`src/rtl/us_cmd_dispatch_if.sv`:
```
// Upstream command dispatch bus: command FIFO read port plus the TX-engine request port.
// tx handshake: tx_req_o rises with type/addr/len/info stable and stays high; the
// request is accepted on the rising edge where tx_ack_i is high; tx_ack_i is
// ignored whenever tx_req_o is low. The FIFO has a 1-cycle read latency after rd_en.
interface us_cmd_dispatch_if;
  logic         us_cmd_fifo_empty_i;
  logic [127:0] us_cmd_fifo_dout_i;
  logic         us_cmd_fifo_rd_en_o;
  logic         tx_req_o;
  logic [1:0]   tx_type_o;
  logic [31:0]  tx_addr_o;
  logic [9:0]   tx_len_o;
  logic [54:0]  tx_cpl_info_o;
  logic         tx_ack_i;

  modport master (
    input  us_cmd_fifo_empty_i, us_cmd_fifo_dout_i, tx_ack_i,
    output us_cmd_fifo_rd_en_o, tx_req_o, tx_type_o, tx_addr_o, tx_len_o, tx_cpl_info_o
  );

  modport slave (
    output us_cmd_fifo_empty_i, us_cmd_fifo_dout_i, tx_ack_i,
    input  us_cmd_fifo_rd_en_o, tx_req_o, tx_type_o, tx_addr_o, tx_len_o, tx_cpl_info_o
  );
endinterface

```
`src/rtl/us_cmd_dispatch.sv`:
```
// Pops upstream commands and turns them into TX requests: completions pass through,
// memory writes are split on payload size and 4KB boundaries.
module us_cmd_dispatch #(
  parameter int unsigned MAX_PAYLOAD_BYTES = 128,
  parameter logic [1:0]  CMD_INVALID       = 2'd0,
  parameter logic [1:0]  CMD_CPL           = 2'd1,
  parameter logic [1:0]  CMD_CPLD          = 2'd2,
  parameter logic [1:0]  CMD_WR32          = 2'd3
) (
  input  logic              clk,
  input  logic              rst_n,
  us_cmd_dispatch_if.master bus,
  output logic              up_wr_cmd_compl_o,
  output logic [1:0]        cmd_id_o,
  output logic              busy_o,
  output logic [7:0]        err_cnt_o,
  output logic [2:0]        dbg_state_o
);

  typedef enum logic [2:0] {
    ST_IDLE    = 3'd0,
    ST_FETCH   = 3'd1,
    ST_DECODE  = 3'd2,
    ST_CPL_REQ = 3'd3,
    ST_WR_REQ  = 3'd4,
    ST_WR_GAP  = 3'd5,
    ST_DONE    = 3'd6
  } state_t;

  state_t        state_q;
  state_t        state_d;
  logic [127:0]  cmd_q;
  logic [31:0]   addr_q;
  logic [16:0]   rem_q;
  logic [7:0]    err_q;
  logic          pop_ok_q;

  logic [1:0]    dec_type;
  logic          dec_cpl;
  logic          dec_wr;
  logic          dec_bad;
  logic [4:0]    len_raw;
  logic [4:0]    len_clamp;
  logic [12:0]   to_boundary;
  logic [16:0]   max_pl;
  logic [16:0]   chunk;
  logic          last_chunk;
  logic          unused_hi;

  assign dec_type = cmd_q[63:62];
  assign dec_cpl  = (dec_type == CMD_CPL) || (dec_type == CMD_CPLD);
  assign dec_wr   = !dec_cpl && (dec_type == CMD_WR32);
  assign dec_bad  = (dec_type == CMD_INVALID) || (!dec_cpl && !dec_wr);
  assign len_raw  = cmd_q[61:57];
  assign unused_hi = ^cmd_q[127:64];

  always_comb begin
    len_clamp = len_raw;
    if (len_raw < 5'd2)       len_clamp = 5'd2;
    else if (len_raw > 5'd16) len_clamp = 5'd16;
  end

  // Chunk is the smallest of what is left, the payload cap and the room before the next 4KB line.
  assign to_boundary = 13'h1000 - {1'b0, addr_q[11:0]};
  assign max_pl      = 17'(MAX_PAYLOAD_BYTES);

  always_comb begin
    chunk = rem_q;
    if (max_pl < chunk)                chunk = max_pl;
    if ({4'd0, to_boundary} < chunk)   chunk = {4'd0, to_boundary};
  end

  assign last_chunk = (rem_q == chunk);

  always_ff @(posedge clk or negedge rst_n) begin
    if (!rst_n) state_q <= ST_IDLE;
    else        state_q <= state_d;
  end

  always_comb begin
    state_d                 = state_q;
    bus.us_cmd_fifo_rd_en_o = 1'b0;
    bus.tx_req_o            = 1'b0;
    up_wr_cmd_compl_o       = 1'b0;
    unique case (state_q)
      ST_IDLE: begin
        // pop_ok_q keeps the first pop off the edge on which reset is released
        if (pop_ok_q && !bus.us_cmd_fifo_empty_i) begin
          bus.us_cmd_fifo_rd_en_o = 1'b1;
          state_d                 = ST_FETCH;
        end
      end
      ST_FETCH:  state_d = ST_DECODE;
      ST_DECODE: begin
        if (dec_cpl)     state_d = ST_CPL_REQ;
        else if (dec_wr) state_d = ST_WR_REQ;
        else             state_d = ST_IDLE;
      end
      ST_CPL_REQ: begin
        bus.tx_req_o = 1'b1;
        if (bus.tx_ack_i) state_d = ST_IDLE;
      end
      ST_WR_REQ: begin
        bus.tx_req_o = 1'b1;
        if (bus.tx_ack_i) state_d = last_chunk ? ST_DONE : ST_WR_GAP;
      end
      ST_WR_GAP: state_d = ST_WR_REQ;
      ST_DONE: begin
        up_wr_cmd_compl_o = 1'b1;
        state_d           = ST_IDLE;
      end
      default: state_d = ST_IDLE;
    endcase
  end

  always_ff @(posedge clk or negedge rst_n) begin
    if (!rst_n) begin
      cmd_q    <= '0;
      addr_q   <= '0;
      rem_q    <= '0;
      err_q    <= '0;
      pop_ok_q <= 1'b0;
    end else begin
      pop_ok_q <= 1'b1;
      if (state_q == ST_FETCH) cmd_q <= bus.us_cmd_fifo_dout_i;
      if (state_q == ST_DECODE) begin
        if (dec_wr) begin
          addr_q <= {cmd_q[31:2], 2'b00};
          rem_q  <= 17'd1 << len_clamp;
        end else if (dec_bad && (err_q != 8'hFF)) begin
          err_q <= err_q + 8'd1;
        end
      end
      if ((state_q == ST_WR_REQ) && bus.tx_ack_i) begin
        addr_q <= addr_q + {15'd0, chunk};
        rem_q  <= rem_q - chunk;
      end
    end
  end

  // A full 4096-byte chunk yields 0 on the 10-bit length, the usual 1024-DW encoding.
  assign bus.tx_type_o     = dec_type;
  assign bus.tx_addr_o     = addr_q;
  assign bus.tx_len_o      = (dec_type == CMD_WR32) ? chunk[11:2] : 10'd0;
  assign bus.tx_cpl_info_o = cmd_q[54:0];

  assign cmd_id_o    = cmd_q[56:55];
  assign busy_o      = (state_q != ST_IDLE);
  assign err_cnt_o   = err_q;
  assign dbg_state_o = state_q;

endmodule

```
`src/flat_wrapper.sv`:
```
// flat-port wrapper written by rule: the top's interface ports become plain ports
module us_cmd_dispatch_flat 
#(
  parameter int unsigned MAX_PAYLOAD_BYTES = 128,
  parameter logic [1:0]  CMD_INVALID       = 2'd0,
  parameter logic [1:0]  CMD_CPL           = 2'd1,
  parameter logic [1:0]  CMD_CPLD          = 2'd2,
  parameter logic [1:0]  CMD_WR32          = 2'd3
)
  (clk, rst_n, up_wr_cmd_compl_o, cmd_id_o, busy_o, err_cnt_o, dbg_state_o, bus_us_cmd_fifo_empty_i, bus_us_cmd_fifo_dout_i, bus_tx_ack_i, bus_us_cmd_fifo_rd_en_o, bus_tx_req_o, bus_tx_type_o, bus_tx_addr_o, bus_tx_len_o, bus_tx_cpl_info_o);
  us_cmd_dispatch_if bus_i ();
  input  logic clk;
  input  logic rst_n;
  output logic up_wr_cmd_compl_o;
  output logic [1:0] cmd_id_o;
  output logic busy_o;
  output logic [7:0] err_cnt_o;
  output logic [2:0] dbg_state_o;
  input wire logic [$bits(bus_i.us_cmd_fifo_empty_i)-1:0] bus_us_cmd_fifo_empty_i;
  input wire logic [$bits(bus_i.us_cmd_fifo_dout_i)-1:0] bus_us_cmd_fifo_dout_i;
  input wire logic [$bits(bus_i.tx_ack_i)-1:0] bus_tx_ack_i;
  output wire logic [$bits(bus_i.us_cmd_fifo_rd_en_o)-1:0] bus_us_cmd_fifo_rd_en_o;
  output wire logic [$bits(bus_i.tx_req_o)-1:0] bus_tx_req_o;
  output wire logic [$bits(bus_i.tx_type_o)-1:0] bus_tx_type_o;
  output wire logic [$bits(bus_i.tx_addr_o)-1:0] bus_tx_addr_o;
  output wire logic [$bits(bus_i.tx_len_o)-1:0] bus_tx_len_o;
  output wire logic [$bits(bus_i.tx_cpl_info_o)-1:0] bus_tx_cpl_info_o;
  assign bus_i.us_cmd_fifo_empty_i = bus_us_cmd_fifo_empty_i;
  assign bus_i.us_cmd_fifo_dout_i = bus_us_cmd_fifo_dout_i;
  assign bus_i.tx_ack_i = bus_tx_ack_i;
  assign bus_us_cmd_fifo_rd_en_o = bus_i.us_cmd_fifo_rd_en_o;
  assign bus_tx_req_o = bus_i.tx_req_o;
  assign bus_tx_type_o = bus_i.tx_type_o;
  assign bus_tx_addr_o = bus_i.tx_addr_o;
  assign bus_tx_len_o = bus_i.tx_len_o;
  assign bus_tx_cpl_info_o = bus_i.tx_cpl_info_o;
  us_cmd_dispatch #(.MAX_PAYLOAD_BYTES(MAX_PAYLOAD_BYTES), .CMD_INVALID(CMD_INVALID), .CMD_CPL(CMD_CPL), .CMD_CPLD(CMD_CPLD), .CMD_WR32(CMD_WR32)) u_core (.clk(clk), .rst_n(rst_n), .bus(bus_i), .up_wr_cmd_compl_o(up_wr_cmd_compl_o), .cmd_id_o(cmd_id_o), .busy_o(busy_o), .err_cnt_o(err_cnt_o), .dbg_state_o(dbg_state_o));
endmodule
```
`config.mk`:
```
export PLATFORM = sky130hd
export DESIGN_NAME = us_cmd_dispatch_flat
export DESIGN_NICKNAME = d
export VERILOG_FILES = /design/src/rtl/us_cmd_dispatch_if.sv /design/src/rtl/us_cmd_dispatch.sv /design/src/flat_wrapper.sv
export SDC_FILE = /design/constraint.sdc
export NUM_CORES = 1
export LEC_CHECK = 0
export CAP_MARGIN = 20
export CORE_MARGIN = 2
export CORE_UTILIZATION = 45
export DETAILED_ROUTE_END_ITERATION = 6
export DONT_BUFFER_PORTS = 1
export GPL_ROUTABILITY_DRIVEN = 0
export REMOVE_ABC_BUFFERS = 1
export SLEW_MARGIN = 20
export SYNTH_ARGS = -nofsm -noshare
export SYNTH_HDL_FRONTEND = slang
export SYNTH_SLANG_ARGS = --single-unit
```
`constraint.sdc`:
```
create_clock -name clk -period 7.8 [get_ports clk]
set_input_delay 2.34 -clock clk [delete_from_list [all_inputs] [get_ports clk]]
set_output_delay 2.34 -clock clk [all_outputs]
set_load 0.005 [all_outputs]
```
Yosys cells after proc, flatten, opt, wreduce, memory -nomap -nowiden
Cells that the tools add are included.
{"block": "op_classes", "order_cmp": 4, "n_reduce_logical": 19, "n_mux": 22, "eq_ne": 14, "shifts": 1, "addsub": 4, "bitwise": 1}
{"operator": "$mux 32", "count": 3}
{"operator": "$mux 17", "count": 5}
{"operator": "$add 32x17->32", "count": 1}
{"operator": "$pmux 3 s6", "count": 1}
{"operator": "$eq 17x17->1", "count": 1}
{"operator": "$lt 13x17->1", "count": 1}
{"operator": "$lt 8x17->1 const A", "count": 1}
{"operator": "$shl 1x5->17 const A", "count": 1}
{"operator": "$sub 17x17->17", "count": 1}
{"operator": "$mux 3", "count": 5}
{"operator": "$sub 13x12->13 const A", "count": 1}
{"operator": "$mux 10", "count": 1}
{"operator": "$mux 5", "count": 2}
{"operator": "$eq 3x3->1 const B", "count": 3}
{"operator": "$add 8x1->8 const B", "count": 1}
{"operator": "$ne 8x8->1 const B", "count": 1}
{"operator": "$eq 3x2->1 const B", "count": 2}
{"operator": "$reduce_and 3->1", "count": 2}
{"operator": "$gt 5x5->1 const B", "count": 1}
{"operator": "$logic_and 1x1->1", "count": 5}
{"operator": "$lt 5x2->1 const B", "count": 1}
{"operator": "$eq 2x2->1 const B", "count": 2}
{"operator": "$mux 1", "count": 4}
{"operator": "$ne 2x2->1 const B", "count": 2}
{"operator": "other kinds (13)", "count": 17}
{"block": "word_totals", "elab_cells": 71, "ff_bits": 125, "out_inout_bits": 116, "in_bits": 132}

Longest topological paths before layout
{"block": "depth", "ltp_word": 9, "mapped_depth": 26, "ltp_nobuf": 25}

Worst setup path before layout
No wires, ideal clock.
{"block": "synth_timing", "path_kind": "reg2out", "from": "reg u_core.addr_q[2], in the netlist u_core.bus.tx_addr_o[2]", "to": "out bus_tx_len_o[2]", "arrival_time_ps": 3307, "n_path_buf": 1, "path_slack_ps": 2153, "path_stages_with_launch": 15, "t_required_ps": 5460, "cell_sequence": "dfrtp_1 > or4_4 > nand2b_1 > or4_1 > xnor2_1 > inv_1 > ha_1 > nand4_1 > nor2_1 > nor2_1 > nand3_1 > a2bb2oi_2 > buf_2 > mux2i_1 > nor2_1"}
{"block": "synth_between", "elab_chain_len": 4}
{"item": "start, declared", "line_no": "us_cmd_dispatch.sv:33", "rtl": "logic [31:0] addr_q;"}
{"item": "start signal, assigned", "line_no": "us_cmd_dispatch.sv:128", "rtl": "addr_q <= {cmd_q[31:2], 2'b00};"}
{"item": "start signal, assigned", "line_no": "us_cmd_dispatch.sv:135", "rtl": "addr_q <= addr_q + {15'd0, chunk};"}
{"item": "$sub 13x12->13 *", "line_no": "us_cmd_dispatch.sv:64", "rtl": "assign to_boundary = 13'h1000 - {1'b0, addr_q[11:0]};"}
{"item": "$lt 13x17->1", "line_no": "us_cmd_dispatch.sv:70", "rtl": "if ({4'd0, to_boundary} < chunk) chunk = {4'd0, to_boundary};"}
{"item": "$mux 17 *", "line_no": "us_cmd_dispatch.sv:70"}
{"item": "$mux 10 *", "line_no": "us_cmd_dispatch.sv:144", "rtl": "assign bus.tx_len_o = (dec_type == CMD_WR32) ? chunk[11:2] : 10'd0;"}
{"item": "end, declared", "line_no": "flat_wrapper.sv:26", "rtl": "output wire logic [$bits(bus_i.tx_len_o)-1:0] bus_tx_len_o;"}
Every way passes the cells marked *; elsewhere a longest branch is shown, timed or not.

Worst setup path after layout
{"block": "layout_timing", "from": "reg u_core.addr_q[2], in the netlist u_core.bus.tx_addr_o[2]", "to": "out bus_tx_len_o[0]"}
Same word-level chain as after synthesis.

==> metrics.md <==
| Metric | Value |
|---|---|
| Status | complete, no violations |
| Pin count of the biggest net entering global routing | 126 |
| Post-synthesis mux area share | 10.1% |
| First-pass GRT wire length | 31500 um |
| CTS tree | built |
| Post-synth EDFFs | 0 |
| Setup tns final | 0 ns |
| Highest clock rate | 0.145 GHz |
| Post-Synth Simple-Gate Area | 13.9% |
| Synth Register Bits | 125 |
| Final wirelength | 19100 um |
| Avg Cell Area, Syn | 9.77 um2 |
| CP Launch Type | flop |
| CP Class | flop to primary output |
| Max FO, Critical Path | 15 |
| DIE WIDTH | 139 um |
| Ys async rst share | 100% |
| Vias in the first global route | 6279 |
| Largest family of logic cells by synthesized area | compound AO/OA/AOI/OAI gates |
| Min Tclk post-route | 6.91 ns |
| Vias | 6057 |
| Initial Utilization | 45.6% |
| Synth Area in Compound Gates | 16.4% |
| Netlist Area Pre-Place | 0.00816 mm2 |
| Antenna cell count | 0 |
| Worst IR drop on VDD | 227 uV |
| Xor and xnor area share after synthesis | 4.19% |
| Sequential area share after synthesis | 38.4% |
| Warnings, synthesis | 0 |
| Main synth FF type | dfrtp_1 |
| Clock Sinks | 125 |
| Final Hold Viols | 0 |
| Worst-margin pin slew | 0.746 ns |
| Leak | 3.77 nW |
| Slew Limit Headroom | 50.2% |
| Post-route DRC | 0 |
| IO buf count | 0 |
| Total Nets Final | 967 |
| Share of layout cells above drive strength 1 | 16.0% |
| Mapped Cells | 835 |
| Vias per cell | 5.91 |
| # Post-CTS Setup Buffers | 0 |
| Clock Latency Late Sink | 0.42 ns |
| WL/cell | 18.6 um |
| Multi-input combinational cell area | 0.00436 mm2 |
| Initial DRC count | 314 |
| Worst hold path type | flop to flop |
| Synth Area in Adders | 8.16% |
| H-tree Lvls | 4 |
| Routed Antenna Nets | 0 |
| WHS | 0.536 ns |
| Slew Limit Fails | 0 |
| Total Routing Usage GR | 19.9% |
| Longest Clk Path Bufs | 2 |
| Post-DP HPWL | 13600 um |
| Reg area | 0.00313 mm2 |
| Synth cell types | 70 |
| Initial antenna violation count | 0 |
| First-pass iteration count of the detailed router | 5 |
| Resized cells post-CTS | 0 |
| CP arrival | 4.57 ns |
| GR Overflow Total | 0 |
| P&R area growth vs syn | 5.94% |
| Clk slew on worst S/H paths | 0.06 ns |
| Die Height | 139 um |
| Period utilization | 88.6% |
| RSZ-0062 raised after global routing | false |
| FILL cells | 1705 |
| Core ar. | 0.0179 mm2 |
| Endpoints failing setup | 0 |
| CTS Hold Buffers Added | 0 |
| CTS Root Buffer Type | clkbuf_16 |
| Die area | 0.0192 mm2 |
| Crit end category | primary output |
| Worst r2r path cells | 21 |
| Max Clock Skew | 0.00848 ns |
| Ports | 248 |
| Row cnt | 49 |
| Maxcap violations | 0 |
| Num CTS Buffers | 17 |
| CP Data Required Time | 5.46 ns |
| Pwr dens | 572 mW/mm2 |
| Hold Path Cell Cnt | 1 |
flip-flops by register name (all words and copies together) (netlist names):
name / cells
u_core.dbg_state_o: 3
u_core.bus.tx_addr_o: 32
u_core.err_cnt_o: 8
u_core.rem_q: 17
u_core.pop_ok_q: 1
u_core.cmd_q: 64
worst paths after layout:
kind	from	endpoint	slack (ns)
max in group asynchronous	rst_n	u_core.bus.tx_addr_o[8]	5.87
worst max register to register	u_core.bus.tx_addr_o[2]	u_core.bus.tx_addr_o[24]	1.42
worst min-delay path	u_core.cmd_q[46]	u_core.cmd_q[46]	0.54
worst min register to register	u_core.cmd_q[46]	u_core.cmd_q[46]	0.54
min in group asynchronous	rst_n	u_core.bus.tx_addr_o[1]	1.62
worst max-delay path	u_core.bus.tx_addr_o[2]	bus_tx_len_o[0]	0.89
through the flow:
step / instance area (um2) / utilization, % / setup slack, ns / power (mW) / cells
finish: 8640 / 48.3 / 0.888 / 4.94 / 1025
global route: 8640 / 48.3 / 0.555 / 5.38 / 1025
CTS: 8640 / 48.3 / 0.908 / 4.96 / 1025
detailed placement: 7980 / 44.6 / 1.39 / 4.04 / 993
global placement: 7980 / 44.6 / 1.41 / 3.95 / 993
floorplan: 7630 / - / 2.01 / 3.45 / 757
per-layer routing:
layer	track usage, %	share of wire, %
met2	32.9	48
met3	6.04	7.1
met5	0	0
met1	25.3	44
met4	6.27	1.3
cell usage in the layout, fill, tap and decap left out, types with 10 or more instances in the layout:
cell type / Yosys / routed
nand3_1: 22 / 22
nor2b_1: 10 / 10
inv_1: 40 / 40
nand2_1: 48 / 48
a21o_1: 17 / 17
xnor2_1: 19 / 19
clkbuf_16: 0 / 17
xor2_1: 20 / 20
a221oi_1: 11 / 11
nand2b_1: 10 / 10
dfrtp_1: 125 / 125
a21oi_1: 36 / 36
nor2_1: 64 / 64
o21ai_0: 37 / 37
a311oi_1: 10 / 10
a211oi_1: 11 / 11
mux2_2: 68 / 68
nor3_1: 17 / 16
ha_1: 50 / 50
conb_1: 2 / 13
power breakdown:
part | switching, mW | internal [mW]
clock network | 0.320 | 0.575
registers | 0.391 | 0.960
logic | 1.46 | 1.23
critical path: stages, from the launching register on:
cell and delay (ns):
dfrtp_1 0.47, or4_4 0.60, nand2b_1 0.21, or4_1 0.44
xnor2_1 0.40, inv_1 0.09, ha_1 0.33, nand4_1 0.13
nor2_1 0.14, nor2_1 0.05, nand3_1 0.09, a2bb2oi_2 0.58
mux2i_1 0.42, and2_1 0.20
logic make-up after synthesis:
group / after synthesis
AOI/OAI and AO/OA: 188
xor gates and xnor gates: 39
adders and majority gates: 52
buffers and inverters: 129
DFF: 125
muxes: 74
other: 2
and+or+nand+nor: 226
synthesized netlist by cell type, types with 3 or more instances:
| cell | n | area (um2) |
|---|---|---|
| nand3b_1 | 4 | 30.0 |
| buf_2 | 9 | 45.0 |
| a211oi_1 | 11 | 82.6 |
| ha_1 | 50 | 626 |
| a22oi_1 | 9 | 67.6 |
| a311oi_1 | 10 | 87.6 |
| and2_1 | 8 | 50.1 |
| xnor2_1 | 19 | 166 |
| nor2b_1 | 10 | 62.6 |
| a221oi_1 | 11 | 96.3 |
| nor3b_1 | 3 | 22.5 |
| o21bai_1 | 3 | 22.5 |
| a32oi_1 | 5 | 43.8 |
| o31ai_1 | 4 | 30.0 |
| a21oi_1 | 36 | 180 |
| o21a_1 | 5 | 37.5 |
| buf_4 | 59 | 443 |
| nand3_1 | 22 | 110 |
| nor3_1 | 17 | 85.1 |
| mux2_2 | 68 | 766 |
| nand2_1 | 48 | 180 |
| nand2b_1 | 10 | 62.6 |
| nor4_1 | 7 | 43.8 |
| a21o_1 | 17 | 128 |
| nand4_1 | 8 | 50.1 |
| o22ai_1 | 4 | 25.0 |
| dfrtp_1 | 125 | 3130 |
| clkbuf_1 | 19 | 71.3 |
| o21ai_0 | 37 | 185 |
| xor2_1 | 20 | 175 |
| inv_1 | 40 | 150 |
| mux2i_1 | 6 | 60.1 |
| a31oi_1 | 9 | 56.3 |
| nor2_1 | 64 | 240 |
| and3_1 | 9 | 56.3 |
cell type report:
| cell class | count | area share [%] |
|---|---|---|
| Multi-Input combinational cell | 592 | 50.5 |
| Sequential cell | 125 | 36.2 |
| Clock buffer | 17 | 4.92 |
| Tap cell | 229 | 3.32 |
| Clock inverter | 15 | 2.72 |
| Inverter | 40 | 1.74 |
| Timing Repair Buffer | 7 | 0.608 |
Power figures use the tool's default switching activity.
